`src/rtl/fx3_packet_sequencer_if.sv`:
```
// Bus bundle between the sample FIFO / FX3 GPIF side and the packet sequencer.
// The sequencer takes the slave view; the surrounding logic (or a bench) takes the master view.
interface fx3_packet_sequencer_if #(
  parameter int DATA_WIDTH  = 16,
  parameter int LEVEL_WIDTH = 16
);
  logic                   enable;
  logic                   readData;
  logic [LEVEL_WIDTH-1:0] bufferLevel;
  logic [DATA_WIDTH-1:0]  bufferData;
  logic                   clearStatus;
  logic                   bufferRead;
  logic [DATA_WIDTH-1:0]  fx3Data;
  logic                   fx3isReading;
  logic                   packetEnd;
  logic                   underrun;
  logic                   aborted;
  logic [15:0]            packetCount;

  modport master (
    output enable, readData, bufferLevel, bufferData, clearStatus,
    input  bufferRead, fx3Data, fx3isReading, packetEnd, underrun, aborted, packetCount
  );

  modport slave (
    input  enable, readData, bufferLevel, bufferData, clearStatus,
    output bufferRead, fx3Data, fx3isReading, packetEnd, underrun, aborted, packetCount
  );
endinterface

```
`src/rtl/fx3_packet_sequencer.sv`:
```
// GPIF-II packet sequencer: on an FX3 read request with enough buffered samples,
// streams exactly one PACKET_WORDS-long packet from the show-ahead FIFO, then idles.
module fx3_packet_sequencer #(
  parameter int DATA_WIDTH   = 16,
  parameter int PACKET_WORDS = 8192,
  parameter int COUNT_WIDTH  = 14,
  parameter int LEVEL_WIDTH  = 16,
  parameter int GAP_CYCLES   = 2
) (
  input  logic                  inclk,
  input  logic                  nReset,
  fx3_packet_sequencer_if.slave bus
);

  localparam int GW = $clog2(GAP_CYCLES + 1);

  typedef enum logic [2:0] {
    IDLE         = 3'd0,
    WAIT_REQUEST = 3'd1,
    WAIT_DATA    = 3'd2,
    SEND         = 3'd3,
    GAP          = 3'd4
  } state_e;

  state_e                 state_q, state_d;
  logic                   read_data_q;
  logic [COUNT_WIDTH-1:0] word_q, word_d;
  logic [GW-1:0]          gap_q, gap_d;
  logic [DATA_WIDTH-1:0]  fx3_data_q, fx3_data_d;
  logic                   fx3_vld_q, fx3_vld_d;
  logic                   pkt_end_q, pkt_end_d;
  logic                   underrun_q, underrun_d;
  logic                   aborted_q, aborted_d;
  logic [15:0]            pkt_cnt_q, pkt_cnt_d;

  logic pop, fifo_empty, underrun_set, abort_set, pkt_inc;

  assign pop        = (state_q == SEND);
  assign fifo_empty = (bus.bufferLevel == '0);

  always_comb begin
    state_d      = state_q;
    word_d       = '0;
    gap_d        = '0;
    fx3_data_d   = fx3_data_q;
    fx3_vld_d    = 1'b0;
    pkt_end_d    = 1'b0;
    underrun_set = 1'b0;
    abort_set    = 1'b0;
    pkt_inc      = 1'b0;

    unique case (state_q)
      IDLE: begin
        if (bus.enable) state_d = WAIT_REQUEST;
      end
      WAIT_REQUEST: begin
        if (!bus.enable)     state_d = IDLE;
        else if (read_data_q) state_d = WAIT_DATA;
      end
      WAIT_DATA: begin
        if (!read_data_q)
          state_d = WAIT_REQUEST;
        else if (bus.bufferLevel >= LEVEL_WIDTH'(PACKET_WORDS))
          state_d = SEND;
      end
      SEND: begin
        // The word popped this cycle is always presented, even on abort.
        fx3_vld_d    = 1'b1;
        fx3_data_d   = fifo_empty ? '0 : bus.bufferData;
        underrun_set = fifo_empty;
        if (!read_data_q) begin
          abort_set = 1'b1;
          state_d   = WAIT_REQUEST;
        end else if (word_q == COUNT_WIDTH'(PACKET_WORDS - 1)) begin
          pkt_end_d = 1'b1;
          pkt_inc   = 1'b1;
          state_d   = GAP;
        end else begin
          word_d = word_q + COUNT_WIDTH'(1);
        end
      end
      GAP: begin
        // First GAP cycle still shows the last word on the bus, so the state
        // lasts one extra cycle to give GAP_CYCLES truly idle bus cycles.
        if (gap_q == GW'(GAP_CYCLES)) begin
          state_d = bus.enable ? WAIT_REQUEST : IDLE;
        end else begin
          gap_d = gap_q + GW'(1);
        end
      end
      default: state_d = IDLE;
    endcase

    // Status: a same-cycle set beats a clear; a same-cycle clear beats the increment.
    underrun_d = (underrun_q & ~bus.clearStatus) | underrun_set;
    aborted_d  = (aborted_q  & ~bus.clearStatus) | abort_set;
    pkt_cnt_d  = bus.clearStatus ? 16'd0 : (pkt_cnt_q + {15'd0, pkt_inc});
  end

  always_ff @(posedge inclk or negedge nReset) begin
    if (!nReset) begin
      state_q     <= IDLE;
      read_data_q <= 1'b0;
      word_q      <= '0;
      gap_q       <= '0;
      fx3_data_q  <= '0;
      fx3_vld_q   <= 1'b0;
      pkt_end_q   <= 1'b0;
      underrun_q  <= 1'b0;
      aborted_q   <= 1'b0;
      pkt_cnt_q   <= '0;
    end else begin
      state_q     <= state_d;
      read_data_q <= bus.readData;
      word_q      <= word_d;
      gap_q       <= gap_d;
      fx3_data_q  <= fx3_data_d;
      fx3_vld_q   <= fx3_vld_d;
      pkt_end_q   <= pkt_end_d;
      underrun_q  <= underrun_d;
      aborted_q   <= aborted_d;
      pkt_cnt_q   <= pkt_cnt_d;
    end
  end

  assign bus.bufferRead   = pop;
  assign bus.fx3Data      = fx3_data_q;
  assign bus.fx3isReading = fx3_vld_q;
  assign bus.packetEnd    = pkt_end_q;
  assign bus.underrun     = underrun_q;
  assign bus.aborted      = aborted_q;
  assign bus.packetCount  = pkt_cnt_q;

endmodule

```
`src/flat_wrapper.sv`:
```
// flat-port wrapper written by rule: the top's interface ports become plain ports
module fx3_packet_sequencer_flat 
#(
  parameter int DATA_WIDTH   = 16,
  parameter int PACKET_WORDS = 8192,
  parameter int COUNT_WIDTH  = 14,
  parameter int LEVEL_WIDTH  = 16,
  parameter int GAP_CYCLES   = 2
)
  (inclk, nReset, bus_enable, bus_readData, bus_bufferLevel, bus_bufferData, bus_clearStatus, bus_bufferRead, bus_fx3Data, bus_fx3isReading, bus_packetEnd, bus_underrun, bus_aborted, bus_packetCount);
  fx3_packet_sequencer_if #(.DATA_WIDTH(DATA_WIDTH), .LEVEL_WIDTH(LEVEL_WIDTH)) bus_i ();
  input  logic inclk;
  input  logic nReset;
  input wire logic [$bits(bus_i.enable)-1:0] bus_enable;
  input wire logic [$bits(bus_i.readData)-1:0] bus_readData;
  input wire logic [$bits(bus_i.bufferLevel)-1:0] bus_bufferLevel;
  input wire logic [$bits(bus_i.bufferData)-1:0] bus_bufferData;
  input wire logic [$bits(bus_i.clearStatus)-1:0] bus_clearStatus;
  output wire logic [$bits(bus_i.bufferRead)-1:0] bus_bufferRead;
  output wire logic [$bits(bus_i.fx3Data)-1:0] bus_fx3Data;
  output wire logic [$bits(bus_i.fx3isReading)-1:0] bus_fx3isReading;
  output wire logic [$bits(bus_i.packetEnd)-1:0] bus_packetEnd;
  output wire logic [$bits(bus_i.underrun)-1:0] bus_underrun;
  output wire logic [$bits(bus_i.aborted)-1:0] bus_aborted;
  output wire logic [$bits(bus_i.packetCount)-1:0] bus_packetCount;
  assign bus_i.enable = bus_enable;
  assign bus_i.readData = bus_readData;
  assign bus_i.bufferLevel = bus_bufferLevel;
  assign bus_i.bufferData = bus_bufferData;
  assign bus_i.clearStatus = bus_clearStatus;
  assign bus_bufferRead = bus_i.bufferRead;
  assign bus_fx3Data = bus_i.fx3Data;
  assign bus_fx3isReading = bus_i.fx3isReading;
  assign bus_packetEnd = bus_i.packetEnd;
  assign bus_underrun = bus_i.underrun;
  assign bus_aborted = bus_i.aborted;
  assign bus_packetCount = bus_i.packetCount;
  fx3_packet_sequencer #(.DATA_WIDTH(DATA_WIDTH), .PACKET_WORDS(PACKET_WORDS), .COUNT_WIDTH(COUNT_WIDTH), .LEVEL_WIDTH(LEVEL_WIDTH), .GAP_CYCLES(GAP_CYCLES)) u_core (.inclk(inclk), .nReset(nReset), .bus(bus_i));
endmodule
```
`config.mk`:
```
export PLATFORM = sky130hd
export DESIGN_NAME = fx3_packet_sequencer_flat
export DESIGN_NICKNAME = d
export VERILOG_FILES = /design/src/rtl/fx3_packet_sequencer_if.sv /design/src/rtl/fx3_packet_sequencer.sv /design/src/flat_wrapper.sv
export SDC_FILE = /design/constraint.sdc
export NUM_CORES = 1
export LEC_CHECK = 0
export BUFFER_PORTS_ARGS = -buffer_cell sky130_fd_sc_hd__clkbuf_2
export CORE_MARGIN = 4
export CORE_UTILIZATION = 55
export DETAILED_ROUTE_END_ITERATION = 10
export PLACE_DENSITY = 0.8
export SLEW_MARGIN = 20
export SYNTH_ARGS = -nofsm -noshare
export SYNTH_HDL_FRONTEND = slang
export SYNTH_SLANG_ARGS = --single-unit
```
`constraint.sdc`:
```
create_clock -name inclk -period 3.85 [get_ports inclk]
set_input_delay 0.1925 -clock inclk [delete_from_list [all_inputs] [get_ports inclk]]
set_output_delay 0.1925 -clock inclk [all_outputs]
set_load 0.05 [all_outputs]
```
==> key figures, run 1 <==
Place
  – Area of placed instances: 2880 µm²
  – Placer Congestion: 0.835
  – Placed cell count: 341
  – Port bufs: 73
  – HPWL Detailed: 3.56 mm
  – Dpl ws: 0.655 ns

Synth
  – Mapped Cells: 223
  – Mean post-synth cell area: 11.1 µm²
  – Number of synthesized flops with an enable pin: 0
  – Leading area contributor after synthesis: dfrtp_1
  – Top post-synthesis cells by area: dfrtp_1, a22o_1, nor2_1
  – Synth Cell Area: 2480 µm²
  – Yosys cell types: 39
  – Ys async rst share: 100%
  – Sequential area share after synthesis: 56.6%
  – Yosys reg bits: 56
  – Post-synth top area share: 56.6%
  – Warnings, synthesis: 0
  – Ys flop type: dfrtp_1
  – Syn_nets: 263

Timing
  – Fmax: 0.308 GHz
  – Min cycle time layout: 3.24 ns
  – Slew HR: 54.6%
  – Setup ws final: 0.606 ns
  – Setup TNS: 0 ns
  – Final Hold Vio Count: 0
  – Slew @ Worst Pin: 0.680 ns
  – Max-slew violations: 0
  – Hold WS: 0.00682 ns
  – Tcrit/Tclk final: 84.3%
  – Setup violations, final: 0
  – RSZ-0062 raised after global routing: false
  – Worst Skew: 0.00513 ns

Global route
  – Number of global-route vias before repair: 1,713
  – GRT met2 Usage: 29.6%
  – Global-route usage over all layers: 18.3%
  – Global-route wire length before repair: 7.77 mm
  – Antenna violations before repair: 0
  – Gr ovfl total: 0
  – Largest net degree at the start of global routing: 57
  – Met1 usage: 23.6%
  – Met3 Use GR: 5.47%
  – Most crowded layer after global routing: met2

Die
  – # rows: 24
  – Area of the core: 4350 µm²
  – Die H: 75.1 µm
  – Die X: 75.1 µm
  – Total die area: 5640 µm²
  – # IOs: 74
  – Initial Util: 56.9%

Clock network
  – Postcts setup bufs: 0
  – Reg clk slew, reported paths: 0.09 ns
  – Num Clock Sinks: 56
  – CTS buffer count: 5
  – H-tree depth: 2
  – Clock latency on the worst-skew pair: 0.30 ns
  – Clock buffer depth: 2
  – CTS tree: yes
  – Hold_buf cts: 1
  – Root buffer cell: clkbuf_8
  – PostCTS Resize Cnt: 0

Routing
  – Pre-antenna DRT Iters: 4
  – DRT iter0 DRCs: 87
  – Vias: 1,875
  – Drt drc: 0
  – WL/cell: 14.3 µm
  – Antenna viol nets, final: 0
  – Post-Route WL: 5.00 mm
  – Vias per cell: 5.36

Critical path
  – WP data required: 4.08 ns
  – Critical path arrival: 3.48 ns
  – Worst R2R Setup Slack: 0.61 ns
  – R2R cell count: 9
  – Startpoint type of the worst setup path: register
  – Worst setup endpoint: u_core.bus.packetCount[8]
  – CP Capture Type: register
  – Critical Setup Path Class: register to register
  – Crit-path max FO: 19
  – Critical path launch point: u_core.state_q[2]
  – Worst reg2reg path startpoint: u_core.state_q[2]
  – Worst reg2reg path endpoint: u_core.bus.packetCount[8]

Finish
  – N_diodes: 0
  – Post-route non-filler standard cell count: 350
  – Synth-to-Final Area Change: 20.8%
  – Final instance area: 2990 µm²
  – Share of cells above drive strength 1: 30.9%
  – Final net count: 337
  – Filler cell count: 334

Min path
  – HP Class: input port to async pin

Outcome
  – Status: finished clean

Pwr
  – P_leak: 1.44 nW
  – Max IR drop VDD: 333 µV
  – Pwr dens: 607 nW/µm²

Run
  – Max-cap viol count: 0
## cell usage after synthesis, types with 2 or more instances
cell type	count
dfrtp_1	56
nor2_1	25
a22o_1	17
nand2_1	10
xnor2_1	10
xor2_1	10
a21oi_1	8
inv_1	8
nor3_1	8
or3_1	8
nand3_1	7
o21ai_0	7
nand4_1	6
clkbuf_1	5
nor2b_1	4
nor4_1	4
and3_1	3
ha_1	3
buf_2	2
nor3b_1	2
or2_2	2
## report_power, final
| part | leakage (nW) | switching (W) | internal (W) |
|---|---|---|---|
| clock | 0.0552 | 0.000179 | 0.000193 |
| sequential | 0.749 | 0.0000666 | 0.000689 |
| combinational | 0.632 | 0.000489 | 0.000199 |
| total | 1.44 | 0.000735 | 0.00108 |
## registers in the layout (all words and copies together), names as in the netlist
name and cells:
u_core.gap_q 2, u_core.bus.aborted 1, u_core.bus.underrun 1, u_core.state_q 3, u_core.bus.fx3Data 16, u_core.bus.packetEnd 1, u_core.read_data_q 1, u_core.word_q 14
u_core.bus.packetCount 16, u_core.bus.fx3isReading 1
## stage by stage
| stage | util (%) | power, W |
|---|---|---|
| after global routing | 68.7 | 0.00191 |
| after floorplan | - | 0.00130 |
| after global placement | 66.0 | 0.00145 |
| final | 68.7 | 0.00182 |
| after detailed placement | 66.0 | 0.00145 |
| after CTS | 68.7 | 0.00183 |
## final cells by class
class                           instances  area, µm²  area share (%)
Multi-Input combinational cell        150       1000            33.4
Inverter                                9       35.0            1.17
Timing Repair Buffer                   75        383            12.8
Clock buffer                            6       72.6            2.42
Sequential cell                        56       1400            46.8
Clock inverter                          2       35.0            1.17
Tap cell                               52       65.1            2.17
## worst max-delay path, cell delays in order, from the launching register on
cell	delay [ns]
dfrtp_1	0.44
nand2b_1	0.19
or2_1	0.47
clkinv_2	0.19
nand2_1	0.10
nor4_1	0.59
ha_1	0.32
nand4_1	0.30
or3_1	0.44
a21oi_1	0.14
## how the worst min path moves through the flow
stage                                       endpoint  cells after the start    startpoint
after floorplan                   u_core.bus.aborted                      0        nReset
after global placement            u_core.read_data_q                      1  bus_readData
after detailed placement          u_core.read_data_q                      1  bus_readData
after CTS                      u_core.bus.fx3Data[7]                      2        nReset
after global routing      u_core.bus.packetCount[10]                      2        nReset
final                      u_core.bus.packetCount[9]                      2        nReset
## cell usage in the layout, fill, tap and decap left out, types with 8 or more instances in the layout
| cell type | instances |
|---|---|
| xnor2_1 | 10 |
| nor2_1 | 25 |
| a22o_1 | 17 |
| clkbuf_2 | 73 |
| inv_1 | 8 |
| or3_1 | 8 |
| xor2_1 | 10 |
| nor3_1 | 8 |
| dfrtp_1 | 56 |
| nand2_1 | 10 |
| a21oi_1 | 8 |
## per-layer routing
| metal | wire length (µm) | vias to the layer above |
|---|---|---|
| li1 | - | 935 |
| met1 | 2190 | 889 |
| met2 | 2450 | 46 |
| met3 | 297 | 5 |
| met4 | 60 | 0 |
| met5 | 0 | - |
## logic make-up after synthesis
kind of cell / count (synthesis) / share of synthesized area [%]
AND/OR/NAND/NOR: 87 / 18.7
flip-flops: 56 / 56.6
AO/OA/AOI/OAI: 38 / 12.1
XOR/XNOR: 20 / 7.07
buffers and inverters: 17 / 3.03
adder cells (fa/ha/maj): 3 / 1.52
multiplexers: 2 / 1.06
No activity file was read; power rests on OpenSTA's default activity.
==> run 2: changes to the inputs <==
CORE_UTILIZATION = 46   (was 55)
PLACE_DENSITY = 0.71   (was 0.8)
clock period = 2.8 ns   (was 3.85 ns; I/O delays follow)
==> key figures, run 2 (synthesis results as in run 1) <==
Routing
  – Vias per cell: 5.15 (-3.8%)
  – DRT iter0 DRCs: 79 (-9.2%)
  – Drt drc: 0 (unchanged)
  – Pre-antenna DRT Iters: 4 (unchanged)
  – Post-Route WL: 5.20 mm (+4.0%)
  – WL/cell: 13.9 µm (-2.9%)
  – Vias: 1,933 (+3.1%)
  – Antenna viol nets, final: 0 (unchanged)

Critical path
  – Crit-path max FO: 8 (-11)
  – CP Capture Type: register
  – Startpoint type of the worst setup path: register
  – WP data required: 3.04 ns (-1.04 ns)
  – Critical Setup Path Class: register to register
  – Critical path arrival: 2.75 ns (-0.73 ns)

Timing
  – Setup violations, final: 0 (unchanged)
  – Worst Skew: 0.00470 ns (-0.000426 ns)
  – Fmax: 0.397 GHz (+29%)
  – Slew @ Worst Pin: 0.649 ns (-0.0314 ns)
  – RSZ-0062 raised after global routing: false
  – Tcrit/Tclk final: 89.9% (+5.7 points)
  – Setup TNS: 0 ns (unchanged)
  – Final Hold Vio Count: 0 (unchanged)
  – Slew HR: 56.7% (+2.2 points)
  – Max-slew violations: 0 (unchanged)
  – Min cycle time layout: 2.52 ns (-0.726 ns)

Clock network
  – Reg clk slew, reported paths: 0.10 ns (about the same)
  – CTS buffer count: 5 (unchanged)
  – Root buffer cell: clkbuf_8
  – Num Clock Sinks: 56 (unchanged)
  – Clock latency on the worst-skew pair: 0.31 ns (about the same)
  – Clock buffer depth: 2 (unchanged)
  – H-tree depth: 2 (unchanged)
  – CTS tree: yes

Pwr
  – Max IR drop VDD: 573 µV (+72%)
  – Final Power: 0.00245 W (+35%)
  – P_leak: 1.45 nW (+1.2%)
  – Pwr dens: 800 nW/µm² (+32%)

Place
  – Placer Congestion: 0.813 (-2.6%)
  – HPWL Detailed: 3.82 mm (+7.4%)
  – Area of placed instances: 2930 µm² (+1.8%)
  – Port bufs: 73 (unchanged)
  – Placed cell count: 363 (+6.5%)

Die
  – # IOs: 74 (unchanged)
  – Die H: 81.4 µm (+8.3%)
  – # rows: 26 (+8.3%)
  – Total die area: 6620 µm² (+17%)
  – Die X: 81.4 µm (+8.3%)
  – Area of the core: 5170 µm² (+19%)
  – Initial Util: 47.9% (-9.0 points)

Finish
  – Commonest non-fill, non-tap cell in the layout: clkbuf_2
  – Final net count: 344 (+2.1%)
  – Synth-to-Final Area Change: 23.3%
  – N_diodes: 0 (unchanged)
  – Final instance area: 3060 µm² (+2.1%)
  – Post-route non-filler standard cell count: 375 (+7.1%)
  – Final core area utilization: 59.1% (-9.7 points)
  – Share of cells above drive strength 1: 32.5% (+1.6 points)
  – Filler cell count: 438 (+31%)
  – Most frequent cells in the layout: clkbuf_2, dfrtp_1, nor2_1

Global route
  – Largest net degree at the start of global routing: 34 (-40%)
  – Antenna violations before repair: 0 (unchanged)
  – Number of global-route vias before repair: 1,815 (+6.0%)
  – Gr ovfl total: 0 (unchanged)
  – Global-route usage over all layers: 16.3% (-2.0 points)
  – Global-route wire length before repair: 8.31 mm (+6.9%)

Min path
  – HP Class: input port to register

Run
  – Max-cap viol count: 0 (unchanged)

Outcome
  – Status: finished clean
==> run 2: cell types whose count changed in the layout (fill, tap and decap cells not counted) <==
| cell | delta |
|---|---|
| clkbuf_1 | -1 |
| bufinv_16 | -1 |
| clkinv_4 | +1 |
| clkinvlp_4 | +2 |
| buf_4 | +6 |
| dlygate4sd3_1 | +1 |
| clkinv_2 | -1 |
==> run 2: per-stage QoR <==
stage                     hold WS [ns]  worst slack, ns
after floorplan                 -0.156           0.0226
after global placement           0.168            0.345
after detailed placement         0.175            0.219
after CTS                       0.0280            0.194
after global routing            0.0215            0.114
final                           0.0384            0.282
==> run 2: power breakdown <==
| part | switching (W) | internal, W | leakage, nW |
|---|---|---|---|
| Clock | 0.000262 | 0.000177 | 0.0404 |
| Combinational | 0.000681 | 0.000285 | 0.664 |
| Sequential | 0.0000922 | 0.000948 | 0.749 |
==> run 2: worst paths after layout <==
| check | startpoint | end | slack (ns) | cells after the start |
|---|---|---|---|---|
| setup reg to reg | u_core.state_q[0] | u_core.bus.packetCount[9] | 0.28 | 11 |
| hold reg to reg | u_core.gap_q[1] | u_core.gap_q[1] | 0.46 | 1 |
| hold / removal | bus_bufferData[4] | u_core.bus.fx3Data[4] | 0.04 | 2 |
| setup / recovery | u_core.state_q[0] | u_core.bus.packetCount[9] | 0.28 | 11 |
| max in group asynchronous | nReset | u_core.word_q[13] | 1.60 | 3 |
| min in group asynchronous | nReset | u_core.bus.packetCount[10] | 0.35 | 2 |
==> run 2: metal layers <==
metal	global-route usage, %	part of all wire [%]
met5	0	0
met4	5.57	1.3
met3	4.10	5.8
met2	26.1	48
met1	21.4	45
==> run 2: worst max-delay path, cell delays in order, from the launching register on <==
cell      delay [ns]
dfrtp_1         0.47
inv_1           0.08
or2_1           0.26
clkinv_2        0.10
nand2_1         0.09
nor4_1          0.30
buf_4           0.18
ha_1            0.19
nand4_1         0.11
buf_4           0.18
or3_1           0.34
a21oi_1         0.15
==> run 2: layout make-up <==
cell class | count | area, µm² | share of cell area [%]
tap | 70 | 87.6 | 2.87
timing repair buffer | 82 | 438 | 14.3
inverter | 9 | 35.0 | 1.15
multi-input combinational | 150 | 1000 | 32.8
clock inverter | 3 | 23.8 | 0.778
clock buffer | 5 | 68.8 | 2.25
sequential | 56 | 1400 | 45.9
==> run 2: what timing repair did <==
action	CTS	global route
hold buffers	2	0
gates resized for setup	0	0
setup endpoints to repair	0	2
endpoints found under the hold margin	24	0
buffers inserted	0	2
